### src/rtl/logic_arbiter.sv
// Two-requester round-robin front end for a shared combinational logic unit.
// Results are registered, so no combinational path runs from requester inputs to res_*.
module logic_arbiter #(
  parameter int OPD_LENGTH = 32
) (
  input  logic                  clk,
  input  logic                  rst_n,
  input  logic                  req0_valid,
  input  logic                  req1_valid,
  output logic                  req0_ready,
  output logic                  req1_ready,
  input  logic [OPD_LENGTH-1:0] req0_opd1,
  input  logic [OPD_LENGTH-1:0] req0_opd2,
  input  logic [3:0]            req0_op,
  input  logic [OPD_LENGTH-1:0] req1_opd1,
  input  logic [OPD_LENGTH-1:0] req1_opd2,
  input  logic [3:0]            req1_op,
  output logic [OPD_LENGTH-1:0] lu_opd1,
  output logic [OPD_LENGTH-1:0] lu_opd2,
  output logic [3:0]            lu_op,
  input  logic [OPD_LENGTH-1:0] lu_result,
  output logic                  res_valid,
  input  logic                  res_ready,
  output logic [OPD_LENGTH-1:0] res_data,
  output logic                  res_id,
  output logic                  res_err,
  output logic [15:0]           op_count
);

  logic prio_r;
  logic sel_s;
  logic sel_valid_s;
  logic slot_free_s;
  logic accept_s;

  // Only the low three op bits select the function; bit 3 is ignored.
  function automatic logic op_is_valid(input logic [2:0] op);
    case (op)
      3'b111, 3'b110, 3'b100, 3'b000, 3'b001: op_is_valid = 1'b1;
      default:                                op_is_valid = 1'b0;
    endcase
  endfunction

  // Requester selection: a lone requester wins, otherwise the priority pointer decides.
  always_comb begin
    sel_s = prio_r;
    case ({req1_valid, req0_valid})
      2'b01:   sel_s = 1'b0;
      2'b10:   sel_s = 1'b1;
      default: sel_s = prio_r;
    endcase
  end

  // Steer the selected requester onto the shared logic unit.
  always_comb begin
    lu_opd1 = req0_opd1;
    lu_opd2 = req0_opd2;
    lu_op   = req0_op;
    if (sel_s) begin
      lu_opd1 = req1_opd1;
      lu_opd2 = req1_opd2;
      lu_op   = req1_op;
    end else begin
      lu_opd1 = req0_opd1;
      lu_opd2 = req0_opd2;
      lu_op   = req0_op;
    end
  end

  assign sel_valid_s = sel_s ? req1_valid : req0_valid;
  assign slot_free_s = !res_valid || res_ready;
  // Ready is gated by rst_n so nothing is granted while reset is asserted.
  assign req0_ready  = rst_n && !sel_s && req0_valid && slot_free_s;
  assign req1_ready  = rst_n &&  sel_s && req1_valid && slot_free_s;
  assign accept_s    = req0_ready || req1_ready;

  // Result register, priority pointer and accepted-operation counter.
  always_ff @(posedge clk or negedge rst_n) begin
    if (!rst_n) begin
      res_valid <= 1'b0;
      res_data  <= {OPD_LENGTH{1'b0}};
      res_id    <= 1'b0;
      res_err   <= 1'b0;
      prio_r    <= 1'b0;
      op_count  <= 16'd0;
    end else if (accept_s) begin
      res_valid <= 1'b1;
      res_id    <= sel_s;
      prio_r    <= !sel_s;
      op_count  <= op_count + 16'd1;
      if (op_is_valid(lu_op[2:0])) begin
        res_data <= lu_result;
        res_err  <= 1'b0;
      end else begin
        res_data <= {OPD_LENGTH{1'b0}};
        res_err  <= 1'b1;
      end
    end else if (res_ready) begin
      res_valid <= 1'b0;
    end
  end

endmodule
### config.mk
export PLATFORM = sky130hd
export DESIGN_NAME = logic_arbiter
export DESIGN_NICKNAME = d
export VERILOG_FILES = /design/src/rtl/logic_arbiter.sv
export SDC_FILE = /design/constraint.sdc
export NUM_CORES = 1
export LEC_CHECK = 0
export ABC_CLOCK_PERIOD_IN_PS = 7800
export CAP_MARGIN = 20
export CELL_PAD_IN_SITES_DETAIL_PLACEMENT = 1
export CELL_PAD_IN_SITES_GLOBAL_PLACEMENT = 1
export CORE_AREA = 4 4 121 123
export DETAILED_ROUTE_END_ITERATION = 10
export DIE_AREA = 0 0 125 127
export PLACE_DENSITY_LB_ADDON = 0.05
export SLEW_MARGIN = 20
export SYNTH_ARGS = -nofsm -noshare
export SYNTH_HDL_FRONTEND = slang
export SYNTH_SLANG_ARGS = --single-unit
### constraint.sdc
create_clock -name clk -period 7.8 [get_ports clk]
set_clock_uncertainty 0.05 [all_clocks]
set_input_delay 1.95 -clock clk [delete_from_list [all_inputs] [get_ports clk]]
set_output_delay 1.95 -clock clk [all_outputs]
set_load 0.005 [all_outputs]
==> out/results.ini, run 1 <==
[synth]
async_flop_share = 1.000
synthMuxAreaShare = 0.2723
ys_ff_latch = 52
synth-xor-area-share = 0.04468
syn-num-nets = 413
synth-compound-area-share = 0.1451
syn_inst = 237
ys_seq_area_frac = 0.4426
avgSynthCellArea_sq_um = 12.41
synth_area_sq_um = 2940
synthAdderAreaFrac = 0.01277
ys_warn_count = 0
synth_edf_count = 0
synth_ff_type = dfrtp_1
yosys.area_share.simple = 0.05149
synth_cell_type_count = 30
synth_top_family_by_area = multiplexers

[clock_tree]
clkTransAtPathRegs_ns = 0.07
cts_tree = yes
cts_buffers = 5
cts_hold_buf = 0
cts_resized = 0
clock-root-buffer = clkbuf_16
clk_latency_ns = 0.29
cts.sinks = 52
cts_max_level = 2
clockBufferDepth = 2
post-cts-setup-buffers = 0

[place]
gp_congestion = 0.8741
numPortBuffers = 293
dp_hpwl_mm = 12.05
dpl-instance-area_sq_um = 6061

[global_routing]
grt_pass1_wl_mm = 21.84
grt_max_degree = 73
grt_overflow = 0
grt_pass1_vias = 3357
grt_usage = 0.1761
antenna_found_initial = 1

[routing]
wirelength_mm = 14.63
final_antenna_net_count = 0
wl_per_cell_microns = 20.72
vias = 3174
drc = 0
drt-initial-drc-count = 73
dr.pass1.iters = 4
vias_per_cell = 4.496

[status]
status = completed

[timing]
period_needed_ns = 6.411
min_period_over_period = 0.8220
clock.fmax_mhz = 156.0
maxSlewViolCount = 0
worst_slew_pin_slew_ns = 0.8880
rsz0062_at_grt = no
slew_headroom = 0.4066
setup_viol = 0
tns_ns = 0
final-hold-violation-count = 0

[pwr]
power.leakage_nw = 2.466
power_density_nw_per_um2 = 239.1
p_comb_frac = 0.551
switching_share = 0.2955
clkPwrFrac = 0.152
ir_drop_mv = 0.1425
net-switching-power_mw = 0.4391
seqPwrFrac = 0.297
internal_power_mw = 1.047

[run]
maxCapViolations = 0

[critical_path]
crit_arrival_ns = 4.41
cp-end-kind = primary output
crit_fanout = 72
worstPathRequired_ns = 5.80
cp-start-kind = primary input
worstSetupPathType = primary input to primary output

[floorplan]
die_x_microns = 125
core-area_sq_um = 13670
die_area_sq_um = 15880
start_util = 0.2152
io_pins = 294
row_count = 43
chipHeight_microns = 127

[final_layout]
synthToLayoutAreaGrowth_pct = 111.3
final_cell_mix = clkdlybuf4s50_1, mux2_2, dfrtp_1, a22o_1, xnor2_1
final_cell_area_sq_um = 6213
final_layout_size_suffix_gt1_frac = 0.1638
final_nets = 700
final_common_cell = clkdlybuf4s50_1
fin_util = 0.4547

[min_path]
hp-class = flop to flop

==> path summary, 6_finish.rpt <==
path / start / end / slack (ns) / cells past startpoint
max: req0_valid / lu_opd2[31] / 1.39 / 7
min: op_count[15] / op_count[15] / 0.43 / 1
max reg2reg: prio_r / prio_r / 5.51 / 5
min reg2reg: op_count[15] / op_count[15] / 0.43 / 1
max in group asynchronous: rst_n / res_data[1] / 5.32 / 2
min in group asynchronous: rst_n / res_data[2] / 1.52 / 1
==> metal layers <==
| metal | up-vias | GRT usage | part of all wire |
|---|---|---|---|
| met1 | 1558 | 0.2073 | 0.39 |
| met2 | 142 | 0.3233 | 0.53 |
| met3 | 9 | 0.04682 | 0.067 |
| met5 | - | 0 | 0 |
| li1 | 1465 | - | - |
| met4 | 0 | 0.03635 | 0.012 |
==> final cells by class <==
class / instances / area [sq um]
diodes: 1 / 2.502
clock buffers: 7 / 142.6
clock inverters: 1 / 7.507
fillers: 1538 / 7452
inverters: 4 / 15.01
multi-input cells: 165 / 1556
flip-flops and latches: 52 / 1301
well taps: 180 / 225.2
repair buffers: 296 / 2963
==> flip-flops by register name (all words and copies together) (netlist names) <==
register	count
res_valid	1
res_data	32
prio_r	1
res_id	1
op_count	16
res_err	1
==> critical path, stage by stage <==
cell             delay, ns
clkdlybuf4s50_1       0.49
inv_1                 0.07
ha_1                  0.37
mux2i_4               0.27
buf_12                0.35
mux2_2                0.38
clkdlybuf4s50_1       0.51
==> power groups by stage <==
| stage | Combinational [mW] | Clock, mW | Sequential [mW] |
|---|---|---|---|
| floorplan | 0.302 | 0 | 0.444 |
| global placement | 0.827 | 0 | 0.439 |
| detailed placement | 0.832 | 0 | 0.445 |
| CTS | 0.836 | 0.235 | 0.443 |
| global route | 0.875 | 0.250 | 0.457 |
| finish | 0.819 | 0.226 | 0.441 |
==> cell families (layout without fill, tap and decap cells) <==
kind of cell	count (synthesis)	count (layout)
adder cells (fa/ha/maj)	3	3
XOR/XNOR	15	15
flip-flops	52	52
buffers and inverters	20	308
AND/OR/NAND/NOR	25	25
multiplexers	71	71
other	0	1
AO/OA/AOI/OAI	51	51
==> cell usage after synthesis (2+ instances only) <==
cell	count	share of area
o211ai_1	6	0.015
nand3_1	3	0.0051
inv_2	2	0.0026
mux2_2	69	0.26
inv_1	2	0.0026
nor2_1	3	0.0038
xnor2_1	15	0.045
o21ai_1	2	0.0034
dfrtp_1	52	0.44
nand2b_1	2	0.0043
o21ai_0	2	0.0034
nand4_1	4	0.0085
nand2_1	4	0.0051
ha_1	3	0.013
a22o_1	32	0.095
o2111ai_1	6	0.018
buf_2	13	0.022
and3_1	3	0.0064
clkbuf_1	3	0.0038
==> per-stage QoR <==
step | hold slack (ns) | setup slack, ns | instances | power [mW]
after global routing | 0.4625 | 1.297 | 706 | 1.582
after CTS | 0.4340 | 1.365 | 705 | 1.514
after floorplan | 0.4192 | 2.429 | 237 | 0.7452
after detailed placement | 0.4162 | 1.382 | 697 | 1.277
final | 0.4322 | 1.389 | 706 | 1.486
after global placement | 0.4126 | 1.387 | 697 | 1.266
(Power assumes the default switching activity.)
==> run 2, diff against run 1 <==
--- a/config.mk
+++ b/config.mk
@@ -5,13 +5,13 @@
 export SDC_FILE = /design/constraint.sdc
 export NUM_CORES = 1
 export LEC_CHECK = 0
-export ABC_CLOCK_PERIOD_IN_PS = 7800
+export ABC_CLOCK_PERIOD_IN_PS = 5200
 export CAP_MARGIN = 20
 export CELL_PAD_IN_SITES_DETAIL_PLACEMENT = 1
 export CELL_PAD_IN_SITES_GLOBAL_PLACEMENT = 1
-export CORE_AREA = 4 4 121 123
+export CORE_AREA = 4 4 133 135
 export DETAILED_ROUTE_END_ITERATION = 10
-export DIE_AREA = 0 0 125 127
+export DIE_AREA = 0 0 137 139
 export PLACE_DENSITY_LB_ADDON = 0.05
 export SLEW_MARGIN = 20
 export SYNTH_ARGS = -nofsm -noshare
==> constraint.sdc (replaced) <==
create_clock -name clk -period 5.2 [get_ports clk]
set_clock_uncertainty 0.05 [all_clocks]
set_input_delay 1.3 -clock clk [delete_from_list [all_inputs] [get_ports clk]]
set_output_delay 1.3 -clock clk [all_outputs]
set_load 0.005 [all_outputs]
==> out/results.ini, run 2 (synthesized netlist as in run 1, its figures left out) <==
[critical_path]
cp-end-kind = primary output
crit_arrival_ns = 3.70
crit_fanout = 15
worstSetupPathType = primary input to primary output
worstPathRequired_ns = 3.85
cp-start-kind = primary input

[min_path]
hp-class = flop to flop

[timing]
clock.fmax_mhz = 198.0
min_period_over_period = 0.9711
worst_slew_pin_slew_ns = 0.6662
tns_ns = 0
slew_headroom = 0.5559
period_needed_ns = 5.050
fin_hold_ws_ns = 0.4294
final-hold-violation-count = 0
maxSlewViolCount = 0
setup_viol = 0
rsz0062_at_grt = no

[clock_tree]
clkTransAtPathRegs_ns = 0.06
clock-root-buffer = clkbuf_16
cts.sinks = 52
cts_hold_buf = 0
clk_latency_ns = 0.29
clockBufferDepth = 2
cts_resized = 0
cts_tree = yes
post-cts-setup-buffers = 0
cts_buffers = 5
cts_max_level = 2

[place]
dpl-instance-area_sq_um = 6168
numPortBuffers = 293
dp_hpwl_mm = 13.21
gp_congestion = 0.7617

[final_layout]
final_cell_area_sq_um = 6324
final_cell_mix = clkdlybuf4s50_1, mux2_2, dfrtp_1, a22o_1, xnor2_1
final_common_cell = clkdlybuf4s50_1
synthToLayoutAreaGrowth_pct = 115.1
fin_util = 0.3840
final_layout_size_suffix_gt1_frac = 0.1733
final_nets = 706
regMostFlops = res_data
top_regs = res_data (32), op_count (16)
largest_register_ffs = 32

[routing]
vias = 3202
dr.pass1.iters = 4
drc = 0
wl_per_cell_microns = 21.00
final_antenna_net_count = 0
vias_per_cell = 4.252
wirelength_mm = 15.81
drt-initial-drc-count = 86

[global_routing]
grt_pass1_vias = 3497
antenna_found_initial = 3
grt_usage = 0.1591
grt_overflow = 0
grt_max_degree = 51
grt_pass1_wl_mm = 23.18

[floorplan]
start_util = 0.1786
die_area_sq_um = 19040
row_count = 47
die_x_microns = 137
io_pins = 294
chipHeight_microns = 139
core-area_sq_um = 16470

[pwr]
power.leakage_nw = 2.500
p_total_mw = 2.259
ir_drop_mv = 0.1934
power_density_nw_per_um2 = 357.2

[status]
status = completed

[run]
maxCapViolations = 0

## run 2: cell types whose count changed in the layout (fill, tap and decap cells not counted), sizes merged
cell and delta:
diode +1, buf +6
## run 2: metal layers
metal / wire length [microns] / GRT usage / vias to the layer above
met5: 13 / 0 / -
met4: 248 / 0.04254 / 2
met3: 1598 / 0.05443 / 13
met2: 8049 / 0.2809 / 151
met1: 5901 / 0.1813 / 1547
li1: - / - / 1489
## run 2: where the power goes
part / switching, mW / leakage [nW] / internal (mW)
logic: 0.419 / 1.75 / 0.841
clock network: 0.146 / 0.0701 / 0.192
registers: 0.105 / 0.679 / 0.555
total: 0.670 / 2.50 / 1.59
## run 2: final cells by class
class / count / area (sq um)
Fill cell: 1800 / 10140
Timing Repair Buffer: 302 / 3020
Multi-Input combinational cell: 165 / 1556
Sequential cell: 52 / 1301
Tap cell: 220 / 275.3
Clock buffer: 7 / 142.6
Inverter: 4 / 15.01
Clock inverter: 1 / 7.507
Antenna cell: 2 / 5.005
## run 2: critical path: stages
cell	delay (ns)
clkdlybuf4s50_1	0.47
inv_1	0.06
ha_1	0.37
mux2i_4	0.37
buf_4	0.29
mux2_2	0.35
clkdlybuf4s50_1	0.48
## run 2: metrics by stage
step,cells,worst slack [ns]
after floorplan,237,1.129
after global placement,743,0.1468
after detailed placement,743,0.1287
after CTS,751,0.1264
after global routing,753,0.03426
final,753,0.1503
## run 2: worst paths after layout
kind | start | to | slack (ns) | depth (start not counted)
worst min register to register | res_id | res_id | 0.43 | 1
worst max-delay path | req0_valid | lu_opd2[28] | 0.15 | 7
max in group asynchronous | rst_n | res_data[7] | 3.45 | 2
worst min-delay path | res_id | res_id | 0.43 | 1
min in group asynchronous | rst_n | res_err | 0.78 | 1
worst max register to register | prio_r | res_data[24] | 3.03 | 7
==> run 3, diff against run 2 <==
--- a/config.mk
+++ b/config.mk
@@ -5,13 +5,14 @@
 export SDC_FILE = /design/constraint.sdc
 export NUM_CORES = 1
 export LEC_CHECK = 0
+export ABC_AREA = 1
 export ABC_CLOCK_PERIOD_IN_PS = 5200
 export CAP_MARGIN = 20
 export CELL_PAD_IN_SITES_DETAIL_PLACEMENT = 1
 export CELL_PAD_IN_SITES_GLOBAL_PLACEMENT = 1
-export CORE_AREA = 4 4 133 135
+export CORE_AREA = 4 4 144 146
 export DETAILED_ROUTE_END_ITERATION = 10
-export DIE_AREA = 0 0 137 139
+export DIE_AREA = 0 0 148 150
 export PLACE_DENSITY_LB_ADDON = 0.05
 export SLEW_MARGIN = 20
 export SYNTH_ARGS = -nofsm -noshare
==> out/results.ini, run 3 <==
[pwr]
power.leakage_nw = 3.354
power_density_nw_per_um2 = 354.3
p_comb_frac = 0.566
clkPwrFrac = 0.155
internal_power_mw = 1.565
net-switching-power_mw = 0.8965
seqPwrFrac = 0.278
switching_share = 0.3642
ir_drop_mv = 0.1594

[synth]
synth_area_sq_um = 3648
syn_inst = 601
ys_ff_latch = 52
synth_edf_count = 0
yosysMostFrequentCell = nand2_1
async_flop_share = 1.000
ys_warn_count = 0
yosysTopAreaCell = dfrtp_1
ys_seq_area_frac = 0.3567
avgSynthCellArea_sq_um = 6.071
synth_top_area_frac = 0.3567
synth_top_cells_by_count = nand2_1, inv_1, dfrtp_1
synth_ff_type = dfrtp_1
syn-num-nets = 777
synth_cell_type_count = 22
synthTopCellsByArea = dfrtp_1, nand2_1, nand3_1

[global_routing]
grt_overflow = 0
antenna_found_initial = 4
grt_max_degree = 68
grt_pass1_wl_mm = 29.98
grt_pass1_vias = 5155
grt_usage = 0.1730

[routing]
drc = 0
drt-initial-drc-count = 158
vias = 4821
dr.pass1.iters = 4
vias_per_cell = 4.222
wirelength_mm = 19.66
final_antenna_net_count = 0
wl_per_cell_microns = 17.22

[min_path]
hp-class = flop to flop

[final_layout]
final_common_cell = nand2_1
final_cell_mix = nand2_1, clkdlybuf4s50_1, inv_1, dfrtp_1, nand3_1
final_nets = 1050
synthToLayoutAreaGrowth_pct = 90.47
regMostFlops = res_data
nFillCells = 2473
top_regs = res_data (32), op_count (16)
final_layout_size_suffix_gt1_frac = 0.02971
largest_register_ffs = 32

[timing]
slew_headroom = 0.4904
worst_slew_pin_slew_ns = 0.7634
min_period_over_period = 0.9477
clock.fmax_mhz = 202.9
maxSlewViolCount = 0
period_needed_ns = 4.928
final-hold-violation-count = 0
rsz0062_at_grt = no
setup_viol = 0
tns_ns = 0
fin_hold_ws_ns = 0.4322

[floorplan]
die_area_sq_um = 22200
start_util = 0.1881
row_count = 51
core-area_sq_um = 19400
chipHeight_microns = 150
io_pins = 294
die_x_microns = 148

[place]
gp_congestion = 0.8064
dp_hpwl_mm = 15.89
numPortBuffers = 293

[critical_path]
crit_top_cell = nand2_1
crit_arrival_ns = 3.58
crit_fanout = 67
slowest_delay_ns = 0.59
cp-start-kind = primary input
path_cells = clkdlybuf4s50_1 -> inv_1 -> ha_1 -> inv_1 -> nand2_1 -> nand2_2 -> buf_12 -> nand2_1 -> nand2_1 -> clkdlybuf4s50_1
cp-end-kind = primary output
worstSetupPathType = primary input to primary output
cpMaxStageDelayCell = clkdlybuf4s50_1
worstPathRequired_ns = 3.85

[clock_tree]
cts_buffers = 5
cts.sinks = 52
clkTransAtPathRegs_ns = 0.07
post-cts-setup-buffers = 0
cts_tree = yes
cts_hold_buf = 0
clk_latency_ns = 0.29
clockBufferDepth = 2
cts_resized = 0
cts_max_level = 2
clock-root-buffer = clkbuf_16

[status]
status = completed

[run]
maxCapViolations = 0

run 3: path summary, 6_finish.rpt:
kind,cells past startpoint,start,to,slack (ns)
worst max-delay path,10,req0_valid,lu_opd2[21],0.27
worst min-delay path,2,res_data[28],res_data[28],0.43
worst max register to register,7,prio_r,res_valid,2.82
worst min register to register,2,res_data[28],res_data[28],0.43
max in group asynchronous,2,rst_n,res_data[12],3.36
min in group asynchronous,1,rst_n,res_data[5],0.82
run 3: layout make-up:
class	instances	area [sq um]	area share
antenna	2	5.005	0.0007202
tap	265	331.6	0.04771
inverter	58	217.7	0.03133
multi-input combinational	459	1939	0.2791
clock buffer	6	128.9	0.01855
timing repair buffer	298	2990	0.4303
sequential	52	1301	0.1873
clock inverter	2	35.03	0.005041
run 3: kinds of logic (layout without fill, tap and decap cells):
family	after synthesis	in the layout	share of synthesized area
compound gates	45	45	0.06173
xor+xnor	6	6	0.01441
fa+ha+maj	3	3	0.01029
buf+inv	90	364	0.1132
flops	52	52	0.3567
other cells	0	2	0
simple gates	405	405	0.4438
run 3: critical path, delay by kind of cell:
kind	cells	cell delay [ns]
adders and majority gates	1	0.35
buffers and inverters	5	1.47
and+or+nand+nor	4	0.38
run 3: power groups by stage:
stage | clock network (mW) | logic, mW | registers [mW]
after global placement | 0 | 1.41 | 0.692
after CTS | 0.398 | 1.43 | 0.691
after detailed placement | 0 | 1.43 | 0.694
after global routing | 0.414 | 1.54 | 0.712
after floorplan | 0 | 0.514 | 0.686
final | 0.382 | 1.39 | 0.685
run 3: per-layer routing:
layer / GRT usage / wire [microns]
met3: 0.05451 / 1152
met4: 0.03279 / 227
met1: 0.1894 / 7466
met2: 0.3288 / 10790
met5: 0 / 27
run 3: through the flow:
step                      total power [mW]  std cells  utilization  worst slack, ns  area, sq um
final                                2.462       1142       0.3582           0.2721         6949
after detailed placement             2.120       1132       0.3495           0.2675         6780
after floorplan                      1.200        601            -            1.440         3649
after global routing                 2.670       1142       0.3582           0.1097         6949
after global placement               2.101       1132       0.3495           0.3372         6780
after CTS                            2.524       1140       0.3580           0.2591         6944
